$ cat config.mk
export PLATFORM = sky130hd
export DESIGN_NAME = div_unit
export DESIGN_NICKNAME = d
export VERILOG_FILES = /design/src/rtl/div_unit.sv
export SDC_FILE = /design/constraint.sdc
export NUM_CORES = 1
export LEC_CHECK = 0
export ABC_AREA = 1
export CAP_MARGIN = 20
export CORE_MARGIN = 5
export CORE_UTILIZATION = 40
export DETAILED_ROUTE_END_ITERATION = 8
export PLACE_DENSITY = 0.7
export SLEW_MARGIN = 15
export SYNTH_ARGS = -nofsm -noshare
export SYNTH_HDL_FRONTEND = slang
export SYNTH_SLANG_ARGS = --single-unit
export TNS_END_PERCENT = 100
$ cat constraint.sdc
create_clock -name clk -period 8.2 [get_ports clk]
set_input_delay 1.64 -clock clk [delete_from_list [all_inputs] [get_ports clk]]
set_output_delay 1.64 -clock clk [all_outputs]
set_load 0.1 [all_outputs]
$ cat src/rtl/div_unit.sv
// 32-bit iterative restoring divider (DIV/DIVU): 32 cycles per result, {HI=rem, LO=quot}.
// Optional `define DIV_ZERO_EN adds a short DZERO path for zero divisors and drives div_zero_o.
module div_unit (
  input  logic        clk,
  input  logic        rst,
  input  logic        start_i,
  input  logic        signed_div_i,
  input  logic [31:0] opdata1_i,
  input  logic [31:0] opdata2_i,
  input  logic        annul_i,
  output logic [63:0] result_o,
  output logic        ready_o,
  output logic        busy_o,
  output logic        div_zero_o
);

`ifdef DIV_ZERO_EN
  typedef enum logic [1:0] {IDLE = 2'd0, ON = 2'd1, END = 2'd2, DZERO = 2'd3} state_t;
`else
  typedef enum logic [1:0] {IDLE = 2'd0, ON = 2'd1, END = 2'd2} state_t;
`endif

  state_t      state_q;
  logic [5:0]  cnt_q;
  logic [32:0] rem_q;
  logic [31:0] quo_q;   // dividend bits shift out the top, quotient bits shift in the bottom
  logic [31:0] dvs_q;
  logic        qneg_q;
  logic        rneg_q;
  logic [63:0] result_q;
  logic        ready_q;
`ifdef DIV_ZERO_EN
  logic        dz_q;
`endif

  logic [31:0] op1_abs, op2_abs;
  logic [32:0] rem_sh, diff, rem_d;
  logic [31:0] quo_d, q_fix, r_fix;
  logic        ge;

  assign op1_abs = (signed_div_i & opdata1_i[31]) ? (~opdata1_i + 32'd1) : opdata1_i;
  assign op2_abs = (signed_div_i & opdata2_i[31]) ? (~opdata2_i + 32'd1) : opdata2_i;

  // A set top bit means the shifted remainder already exceeds any 32-bit divisor.
  assign rem_sh = {rem_q[31:0], quo_q[31]};
  assign diff   = rem_sh - {1'b0, dvs_q};
  assign ge     = rem_q[32] | ~diff[32];
  assign rem_d  = ge ? diff : rem_sh;
  assign quo_d  = {quo_q[30:0], ge};

  assign q_fix = qneg_q ? (~quo_d + 32'd1) : quo_d;
  assign r_fix = rneg_q ? (~rem_d[31:0] + 32'd1) : rem_d[31:0];

  always_ff @(posedge clk or posedge rst) begin
    if (rst) begin
      state_q  <= IDLE;
      cnt_q    <= 6'd0;
      rem_q    <= 33'd0;
      quo_q    <= 32'd0;
      dvs_q    <= 32'd0;
      qneg_q   <= 1'b0;
      rneg_q   <= 1'b0;
      result_q <= 64'd0;
      ready_q  <= 1'b0;
`ifdef DIV_ZERO_EN
      dz_q     <= 1'b0;
`endif
    end else begin
      ready_q <= 1'b0;
`ifdef DIV_ZERO_EN
      dz_q    <= 1'b0;
`endif
      case (state_q)
        IDLE: begin
          if (start_i && !annul_i) begin
`ifdef DIV_ZERO_EN
            state_q <= (opdata2_i == 32'd0) ? DZERO : ON;
`else
            state_q <= ON;
`endif
            quo_q  <= op1_abs;
            dvs_q  <= op2_abs;
            rem_q  <= 33'd0;
            cnt_q  <= 6'd0;
            qneg_q <= signed_div_i & (opdata1_i[31] ^ opdata2_i[31]);
            rneg_q <= signed_div_i & opdata1_i[31];
          end
        end
        ON: begin
          if (annul_i) begin
            state_q <= IDLE;
          end else begin
            rem_q <= rem_d;
            quo_q <= quo_d;
            if (cnt_q == 6'd31) begin
              state_q  <= END;
              result_q <= {r_fix, q_fix};
              ready_q  <= 1'b1;
            end else begin
              cnt_q <= cnt_q + 6'd1;
            end
          end
        end
        END: state_q <= IDLE;
`ifdef DIV_ZERO_EN
        DZERO: begin
          if (annul_i) begin
            state_q <= IDLE;
          end else begin
            state_q  <= END;
            result_q <= 64'd0;
            ready_q  <= 1'b1;
            dz_q     <= 1'b1;
          end
        end
`endif
        default: state_q <= IDLE;
      endcase
    end
  end

  assign result_o = result_q;
  assign ready_o  = ready_q;
  assign busy_o   = (state_q == ON) | ((state_q == IDLE) & start_i & ~annul_i);
`ifdef DIV_ZERO_EN
  assign div_zero_o = dz_q;
`else
  assign div_zero_o = 1'b0;
`endif

endmodule

==> summary.md <==
| Metric | Value |
|---|---|
| Final Hold Viols | 0 |
| Setup bufs post-CTS | 0 |
| Final Skew | 16.3 ps |
| Fmax | around 190 MHz |
| Row count | 64 |
| Unrepaired setup endpoints after global routing | false |
| Drt pass-1 iters | 6 |
| Cells after Synth | 1873 |
| PwrDens | between 300 and 400 nW/um^2 |
| Largest net degree at the start of global routing | 96 |
| Most common cell after layout, fill and taps aside | nand2_1 |
| Max-Cap Viols | 0 |
| Outcome | complete, no violations |
| First-pass GRT wire length | 63400 microns |
| FF+latch count, synth | 172 |
| Required time of the critical path | approximately 6600 ps |
| Tmin final | ~5400 ps |
| DRC violations left | 0 |
| Hold Path Depth | 2 |
| Full die area | about 35000 sq um |
| Post-Layout Cell Count | 2385 |
| Final setup fails | 0 |
| Synthesis-to-layout area growth | 18.4% |
| Dpl cells | 2352 |
| Post-synth ARST share | between 90% and 100% |
| Final Max Tran Viols | 0 |
| Htree depth | 4 |
| Mapped Nets | slightly below 2000 |
| Placer Congestion | 0.917 |
| Wirelength per Cell | ~16 microns |
| Grt ovf | 0 |
| Critical path endpoint category | output port |
| I/O Pins | between 100 and 150 |
| Vias in the first global route | approximately 12000 |
| Post-synth EDFFs | 0 |
| Hold endpoint | result_o[63] |
| All-Layer GR Usage | between 20% and 30% |
| Vias | 12541 |
| Clock sinks | between 150 and 200 |
| Most frequent cells in the layout | nand2_1, inv_1, o21ai_0, dfrtp_1, nor2_1 |
| Clock-pin slew on the worst setup and hold paths | 70 ps |
| Distinct cells, synth | between 40 and 50 |
| Core area | between 30000 and 40000 sq um |
| R2R Path End | result_o[30] |
| Post-DP HPWL | slightly below 30000 microns |
| Fin crit share | between 60% and 70% |
| Layout cells sized above 1 | 6.23% |
| Worst Path Arrival | between 3000 and 4000 ps |
| Worst-margin pin slew | 1010 ps |
| Hold buffer count at cts | 0 |
| LEAKAGE | 7.25 nW |
| PortBufs | between 100 and 150 |
| Mean post-synth cell area | ~6.7 sq um |
| Clock buffer depth | 2 |
| Crit path kind | primary input to output port |
| Warnings from Yosys | 0 |
| Initial antenna violation count | 0 |
| Post-Synthesis Cell Area | 12500 sq um |
| Initial cell density of the core | between 40% and 50% |
| Startpoint type of the worst setup path | primary input |
| Pwr Total | 5.45 mW |
| DRT Wirelength | around 38000 microns |
| Worst min-delay path class | flip-flop to flip-flop |
| CTS tree | done |
| Total CTS buffers | 17 |
| Root Driver | clkbuf_16 |
| Max VDD drop | approximately 0.0002 V |
| Sequential area share after synthesis | between 30% and 40% |
| Nets | roughly 2100 |
| Number of nets with antenna violations after routing | 0 |
| Clk Latency, worst-skew pair | 450 ps |
| Setup_tns | 0 ps |
| Worst rel slew slack | 32.6% |
| CTS resizes | 0 |
| Hold_sp | result_o[63] |
| R2R cell count | 25 |
| Flop2flop setup slack | between 3000 and 4000 ps |
| Primary FF master, synth | dfrtp_1 |
| Chip Height | roughly 190 microns |
| Worst Path Max Fanout | 47 |
| Vias/cell | 5.26 |
| R2R Path Start | dvs_q[0] |
| Width of the die | approximately 190 microns |
| Inserted Diodes | 0 |
| Initial DRC Count | around 1100 |
[sequential cells by signal, indices dropped and copies added (netlist names)]
register  cells
cnt_q         6
dvs_q        32
qneg_q        1
quo_q        32
ready_o       1
rem_q        33
result_o     64
rneg_q        1
state_q       2
[kinds of logic (layout without fill, tap and decap cells)]
logic type	after synthesis	after routing	synth area share [%]
DFF	172	172	34.4
and+or+nand+nor	997	997	34.5
AOI/OAI and AO/OA	321	321	14.0
adders and majority gates	38	38	3.86
xor gates and xnor gates	65	65	4.55
other	1	1	0.0300
buffers and inverters	279	395	8.63
[through the flow]
stage / setup slack, ps / instance area [sq um] / hold WS, ps / utilization [%]
floorplan: 1900 / 12500 / 453 / -
global placement: 2770 / 14200 / 465 / 46.1
detailed placement: 2780 / 14200 / 467 / 46.1
CTS: 2780 / 14800 / 486 / 48.1
global route: 2630 / 14800 / 506 / 48.2
finish: 2800 / 14800 / 482 / 48.2
[cell usage after synthesis, types with 4 or more instances]
cell	n	share of area, %
nand3_1	154	6.2
xor2_1	58	4.1
nor3_1	25	1.0
clkbuf_1	48	1.4
inv_2	6	0.18
buf_1	5	0.15
a21oi_1	73	2.9
nor2_2	10	0.50
nor2_1	158	4.7
nor4_1	7	0.35
dfrtp_1	172	34
inv_1	208	6.2
or2_2	10	0.50
nor3_2	4	0.32
nand4_1	19	0.95
buf_2	5	0.20
o21bai_1	7	0.42
o21ai_0	186	7.4
ha_1	37	3.7
o22ai_1	6	0.30
xnor2_1	7	0.49
o211ai_1	22	1.3
nand3b_1	6	0.36
o21ai_1	11	0.44
nand2_2	26	1.3
nand2_1	561	17
nand2_4	4	0.36
[power breakdown]
group	leakage [nW]	switching (mW)	internal (mW)	total, mW
Sequential	2.21	0.167	1.01	1.18
Combinational	4.76	2.41	1.04	3.45
Clock	0.284	0.412	0.413	0.824
Total	7.25	2.99	2.46	5.45
[layout make-up]
cell class	instances	area, sq um
clock buffers	17	425
clock inverters	15	178
fillers	3169	15900
inverters	217	820
multi-input cells	1422	7130
flip-flops and latches	172	4300
well taps	396	495
repair buffers	146	1450
[critical path: stages]
cell and delay, ps:
clkdlybuf4s50_1 470, inv_1 80, nand3_1 70, buf_4 260, nand2_1 100, clkdlybuf4s50_1 1140
[layer usage]
layer,GRT usage (%),up-vias,share of wire (%)
met5,0,-,0
met4,9.04,0,4.0
met3,3.28,77,4.6
met2,38.5,392,49
met1,27.4,5803,42
li1,-,6269,-
[worst max-delay path by stage]
stage | from | endpoint | depth (start not counted)
floorplan | rst | cnt_q[0] | 1
finish | annul_i | busy_o | 6
CTS | annul_i | busy_o | 6
detailed placement | annul_i | busy_o | 6
global route | annul_i | busy_o | 6
global placement | annul_i | busy_o | 6
Note: power is estimated with default switching activity, not from simulation.
